[config.mk]
export PLATFORM = sky130hd
export DESIGN_NAME = handshake_constant_check
export DESIGN_NICKNAME = d
export VERILOG_FILES = /design/src/rtl/handshake_constant_check.sv
export SDC_FILE = /design/constraint.sdc
export NUM_CORES = 1
export LEC_CHECK = 0
export ABC_AREA = 1
export ABC_CLOCK_PERIOD_IN_PS = 2500
export CAP_MARGIN = 20
export CELL_PAD_IN_SITES_DETAIL_PLACEMENT = 1
export CELL_PAD_IN_SITES_GLOBAL_PLACEMENT = 2
export CORE_AREA = 2 2 127 129
export CTS_CLUSTER_SIZE = 12
export DETAILED_ROUTE_END_ITERATION = 6
export DIE_AREA = 0 0 129 131
export PLACE_DENSITY_LB_ADDON = 0.1
export SLEW_MARGIN = 10
export SYNTH_ARGS = -nofsm -noshare
export SYNTH_HDL_FRONTEND = slang
export SYNTH_SLANG_ARGS = --single-unit
export TNS_END_PERCENT = 50
[constraint.sdc]
create_clock -name clk -period 2.5 [get_ports clk]
set_input_delay 0.5 -clock clk [delete_from_list [all_inputs] [get_ports clk]]
set_output_delay 0.5 -clock clk [all_outputs]
set_load 0.01 [all_outputs]
[src/rtl/handshake_constant_check.sv]
// Consumer end of a constant-producing elastic channel: compares each input token to
// CONST_VALUE and forwards a one-bit match token through a one-entry output register.
module handshake_constant_check #(
    parameter int          DATA_WIDTH  = 32,
    parameter logic [31:0] CONST_VALUE = 32'h0001FB3C,
    parameter int          COUNT_WIDTH = 16
) (
    input  logic                   clk,
    input  logic                   rst,
    input  logic [DATA_WIDTH-1:0]  ins,
    input  logic                   ins_valid,
    output logic                   ins_ready,
    output logic                   outs_match,
    output logic                   outs_valid,
    input  logic                   outs_ready,
    input  logic                   clear,
    output logic [COUNT_WIDTH-1:0] match_count,
    output logic [COUNT_WIDTH-1:0] mismatch_count,
    output logic                   error,
    output logic [DATA_WIDTH-1:0]  last_bad
);

    localparam logic [DATA_WIDTH-1:0]  EXPECTED  = DATA_WIDTH'(CONST_VALUE);
    localparam logic [COUNT_WIDTH-1:0] COUNT_MAX = '1;
    localparam logic [COUNT_WIDTH-1:0] COUNT_ONE = COUNT_WIDTH'(1);

    typedef enum logic {
        SLOT_EMPTY,
        SLOT_FULL
    } slot_state_t;

    slot_state_t state, state_next;
    logic        flag, flag_next;
    logic        full;
    logic        in_fire;
    logic        out_fire;
    logic        is_match;

    logic [COUNT_WIDTH-1:0] match_base, match_next;
    logic [COUNT_WIDTH-1:0] mismatch_base, mismatch_next;
    logic                   error_next;
    logic [DATA_WIDTH-1:0]  last_bad_next;

    // Ready passes straight through from downstream: a full slot can be replaced in the
    // same cycle it drains, so there is no need for a skid entry.
    assign full       = (state == SLOT_FULL);
    assign ins_ready  = !full || outs_ready;
    assign in_fire    = ins_valid && ins_ready;
    assign out_fire   = full && outs_ready;
    assign is_match   = (ins == EXPECTED);
    assign outs_valid = full;
    assign outs_match = flag;

    always_ff @(posedge clk or posedge rst) begin
        if (rst) begin
            state <= SLOT_EMPTY;
            flag  <= 1'b0;
        end else begin
            state <= state_next;
            flag  <= flag_next;
        end
    end

    always_comb begin
        state_next = state;
        flag_next  = flag;
        case (state)
            SLOT_EMPTY: begin
                if (in_fire) begin
                    state_next = SLOT_FULL;
                    flag_next  = is_match;
                end
            end
            SLOT_FULL: begin
                if (in_fire) begin
                    flag_next = is_match;
                end else if (out_fire) begin
                    state_next = SLOT_EMPTY;
                end
            end
            default: begin
                state_next = SLOT_EMPTY;
                flag_next  = 1'b0;
            end
        endcase
    end

    // Clear is applied first so that a token accepted in the same cycle still counts.
    always_comb begin
        match_base    = clear ? '0 : match_count;
        mismatch_base = clear ? '0 : mismatch_count;
        match_next    = match_base;
        mismatch_next = mismatch_base;
        error_next    = clear ? 1'b0 : error;
        last_bad_next = clear ? '0 : last_bad;
        if (in_fire) begin
            if (is_match) begin
                if (match_base != COUNT_MAX) begin
                    match_next = match_base + COUNT_ONE;
                end
            end else begin
                if (mismatch_base != COUNT_MAX) begin
                    mismatch_next = mismatch_base + COUNT_ONE;
                end
                error_next    = 1'b1;
                last_bad_next = ins;
            end
        end
    end

    always_ff @(posedge clk or posedge rst) begin
        if (rst) begin
            match_count    <= '0;
            mismatch_count <= '0;
            error          <= 1'b0;
            last_bad       <= '0;
        end else begin
            match_count    <= match_next;
            mismatch_count <= mismatch_next;
            error          <= error_next;
            last_bad       <= last_bad_next;
        end
    end

endmodule
---- After elaboration in Yosys (flattened, before gate mapping) ----
Cells that the tools add are included.
storage, ports and cells
  register bits ........................... 67
cells by class
  add/sub/neg operators ................... 2
  equality and inequality tests ........... 3
  multiplexer cells ....................... 19
  bitwise gates (word level) .............. 1
  reduce and logical (&&, ||, !) cells .... 4
operators with widths
  cell                                                                     number
  16-bit 2-to-1 mux                                                        8
  32-bit 2-to-1 mux                                                        3
  16-bit by 1-bit adder with 16-bit output, second input constant          2
  32-bit by 17-bit equality test with 1-bit output, second input constant  1
  16-bit != test, second input constant                                    2
  1-bit 2-to-1 mux                                                         7
  1-bit logical AND                                                        2
  1-bit case mux with 2 select lines                                       1
  1-bit logical NOT                                                        1
  1-bit logical OR                                                         1
  1-bit NOT                                                                1

---- Depth between registers and ports, before layout ----
  depth in word-level cells ............... 5
  depth in mapped cells ................... 13
  depth with buffers taken out ............ 12

---- Least setup slack after synthesis ----
Ideal clock, no wire load.
  path kind ............................... input-to-reg
  from .................................... in clear
  to ...................................... reg mismatch_count[0]
  library setup time ...................... 113 ps
  arrival ................................. 1,548 ps
  data required time ...................... 2,387 ps
  slack ................................... 839 ps
  cell stages on the path ................. 13
  cell sequence ........................... buf_6 inv_6 buf_12 nand2_1 nor2_1 nand2_1 inv_2 nand4_2 buf_6 nand2_1 o21ai_1 nand2_1 inv_1
on the way
  longest elaborated chain between the ends .. 5
  elaborated cells between the ends (all ways) .. 6
  classes of those cells .................. 1 x add/sub; 1 x eq/ne; 4 x mux
ends and longest elaborated chain
  item                                                                               RTL line  RTL
  start, declared                                                                    16        input logic clear,
  16-bit 2-to-1 mux (*)                                                              91        mismatch_base = clear ? '0 : mismatch_count;
  16-bit by 1-bit adder with 16-bit output / 16-bit != test (equally long branches)  103, 102
  16-bit 2-to-1 mux                                                                  102       if (mismatch_base != COUNT_MAX) begin
  16-bit 2-to-1 mux                                                                  97        if (is_match) begin
  16-bit 2-to-1 mux (*)                                                              96        if (in_fire) begin
  named net mismatch_next[0]                                                         40        logic [COUNT_WIDTH-1:0] mismatch_base, mismatch_next;
  end signal, assigned                                                               119       mismatch_count <= mismatch_next;
  end, declared                                                                      18        output logic [COUNT_WIDTH-1:0] mismatch_count,
The timed path passes the listed nets; every way through them passes the cells marked *.
A chain may end at the register's enable or synchronous reset.

---- Worst setup path after layout ----
  from .................................... in clear
  to ...................................... reg mismatch_count[9]
The elaborated chain is that of the path after synthesis.

==> flow_results.org <==
** Critical path
- WP data arrival :: 2370 ps
- STA classifies the critical path startpoint as a primary input.
- Worst EP required :: 2730 ps
- Critical path launch point :: clear
- Slowest cell delay on critical path :: 500 ps
- WS Path Type :: in2reg
- Cell breakdown of the critical path :: clkdlybuf4s50_1 -> buf_4 -> nor2_1 -> nand2_1 -> nor2_2 -> nand4_2 -> nand3_1 -> nand2_1 -> nand2_1 -> inv_1
- The worst setup path is captured at a flip-flop.
- In this run the critical register-to-register path is launched from mismatch_count[12]$_DFF_PP0_.
- Among the stages of the critical path, the cell type that occurs most often is sky130_fd_sc_hd__nand2_1.
- In this run the worst path has a maximum fanout of 13.
- The largest individual stage delay along the critical path comes from the cell sky130_fd_sc_hd__clkdlybuf4s50_1.

** Drt
- In the routed layout, each cell is associated on average with a via count of 4.35.
- Detailed-route wire length :: 13300 um
- For this run, design rule violations remaining after detail routing come to 0.
- Drt initial violations :: 100
- In this run the remaining antenna-violating nets after routing total 0.
- After detailed routing, the average wire length per cell comes to 14.5 um.
- DR pass1 iterations :: 5
- Via count :: 3979

** STA
- Setup repair after global routing left no endpoint under its margin.
- Once routing completed, OpenROAD measured the worst setup slack at approximately 360 ps.
- Final count of negative-setup-slack endpoints :: 0
- The clock period could shrink to 2140 ps.
- Maximum achievable frequency :: 466 MHz
- Hold violation total from the final report :: 0
- At the pin with the least slew margin, the transition time is 401 ps.
- Clock skew on the completed layout was measured at about 4.5 ps.
- Measured against its own limit, the worst slew margin works out to 0.732.
- The tightest hold path in the finished design has a slack of 488 ps.
- The final-report max-slew violation count was 0.
- Ratio of final minimum period to clock period :: 0.858
- Setup total negative slack on the finished layout was measured at 0 ps.

** Finish
- Area taken by multi-input logic gates :: 0.00182 mm^2
- Commonest non-fill, non-tap cells in the layout :: sky130_fd_sc_hd__nand2_1, sky130_fd_sc_hd__clkdlybuf4s50_1, sky130_fd_sc_hd__inv_1
- From synthesis to final layout, the design area changed by 44.9%.
- Antenna cells :: 0
- Total number of nets in the final design :: ~730
- Leading cell type in the layout, fill and taps excluded :: sky130_fd_sc_hd__nand2_1
- The layout has slightly below 2000 filler cells.
- Sequential cell area :: 0.00168 mm^2
- Of the cells placed in the final design, the portion with a size suffix greater than 1 is 0.0944.

** Clocking
- Library cell used as clock root buffer :: sky130_fd_sc_hd__clkbuf_16
- The number of setup buffers added after CTS is 0.
- In this run the number of H-tree levels came out at 3.
- For this design, the sink count on the clock tree is 67.
- TritonCTS clock tree :: yes
- Clock edge transition at the registers on the reported setup and hold paths :: 50 ps
- CTS resizes :: 0
- At the later pin of the worst-skew pair, clock insertion delay measures 340 ps.
- Buffers from clock root to sink, at most :: 2
- Post-cts hold buffer count :: 0
- CTS Buf Count :: 9

** Power
- Overall power consumption after layout is estimated at 3080 uW.
- Pwr dens :: 539 mW/mm^2
- The analysis attributes to cell leakage a power of 0.00273 uW.
- VDD sags by at most roughly 0.32 mV.

** Yosys
- After technology mapping, the gate count stands at 576.
- Total nets after synthesis :: 613
- In this run the mean area of a mapped cell was 6.84 um^2.
- Synthesized cell area :: around 0.0039 mm^2
- For this run, the number of Yosys warnings is 0.
- Number of synthesized register bits :: 67
- Count of unique library cells instantiated by Yosys :: 27
- Fraction of the yosys area taken by sequential cells :: 0.425

** Global routing
- Number of antenna violations at the first check in global routing :: 0
- Entering global routing, the biggest net connects 68 pins.
- Global-route wire length before repair :: 22000 um
- Global-route total usage across every layer :: 0.169
- Vias in the first global route :: approximately 4300
- Summed over all layers, the global routing overflow is 0.

** Hold path
- Tightest Hold Check Type :: reg2reg
- Hold path startpoint :: error$_DFF_PP0_

** Placed design
- Worst setup slack before clock tree synthesis :: -13.4 ps
- Placed wire-length estimate after detailed placement :: a little under 10000 um
- Input and output buffers added on the ports amount to 104.
- The congestion estimate from routability-driven global placement came to around 0.76.

** Outcome
- Run status :: completed

** Floorplanning
- The core region is 0.0156 mm^2.
- Die extent in x :: 129 um
- Row generation in the floorplan step produced between 40 and 50 rows.
- Die Outline Area :: ~0.017 mm^2
- The die is about 130 um tall.
- Pin placement for this block handled ~110 I/O pins.
- For this configuration, the core starts out at a cell density of 0.253.

** Flow run
- Number of max-capacitance violations reported :: 0
## state kept, by name (all words and copies together), names as in the netlist
name	cells
last_bad	32
mismatch_count	16
outs_match	1
error	1
outs_valid	1
match_count	16
## stage by stage
| step | instance area [um^2] | cells | utilization |
|---|---|---|---|
| 3_5_place_dp | 5370 | 899 | 0.344 |
| 3_3_place_gp | 5370 | 899 | 0.344 |
| 2_1_floorplan | 3940 | 576 | - |
| 4_1_cts | 5710 | 915 | 0.366 |
| 6_report | 5710 | 915 | 0.366 |
| 5_1_grt | 5710 | 915 | 0.366 |
## area by class of cell
type / instances / share of cell area
sequential: 67 / 0.294
inverter: 84 / 0.0561
tap: 216 / 0.0473
multi-input combinational: 404 / 0.318
clock inverter: 5 / 0.0175
clock buffer: 11 / 0.0425
timing repair buffer: 128 / 0.225
## synth_stat cells, drive strengths merged
cell type / n / area, um^2
clkbuf: 10 / 38.8
o21ai: 42 / 210
inv: 84 / 320
o21bai: 1 / 7.51
nand2: 211 / 795
dfrtp: 67 / 1680
xnor2: 4 / 35.0
nor3: 5 / 30.0
nand3: 50 / 285
a21oi: 1 / 5.00
nand4: 11 / 75.1
nor2: 74 / 325
xor2: 5 / 43.8
buf: 11 / 93.8
## metal layers
metal,share of wire,GRT usage,vias up
li1,-,-,2003
met1,0.46,0.211,1891
met2,0.46,0.279,72
met3,0.052,0.0444,13
met4,0.020,0.0697,0
met5,0,0,-
## logic make-up (layout without fill, tap and decap cells)
kind of cell / after synthesis / in the layout / synth area share
flops: 67 / 67 / 0.425
compound gates: 44 / 44 / 0.0565
simple gates: 351 / 351 / 0.383
buf+inv: 105 / 228 / 0.115
xor+xnor: 9 / 9 / 0.0200
## where the power goes
part | switching [uW] | leakage (uW) | internal (uW) | total [uW]
Combinational | 204 | 0.00167 | 198 | 402
Sequential | 33.2 | 0.000895 | 1130 | 1170
Clock | 510 | 0.000169 | 999 | 1510
Total | 747 | 0.00273 | 2330 | 3080
## path summary, 6_finish.rpt
check                                              end  slack, ps  depth (start not counted)
max                        mismatch_count[9]$_DFF_PP0_        360                         10
min                                    error$_DFF_PP0_        490                          2
max reg2reg                mismatch_count[9]$_DFF_PP0_        810                          9
min reg2reg                            error$_DFF_PP0_        490                          2
max in group asynchronous       last_bad[19]$_DFF_PP0_       1620                          3
min in group asynchronous  mismatch_count[5]$_DFF_PP0_        580                          3
## worst max-delay path, delay by kind of cell
| kind | cells | cell delay [ps] |
|---|---|---|
| AND/OR/NAND/NOR | 7 | 1100 |
| buffers and inverters | 3 | 770 |
Note: power is estimated with default switching activity, not from simulation.
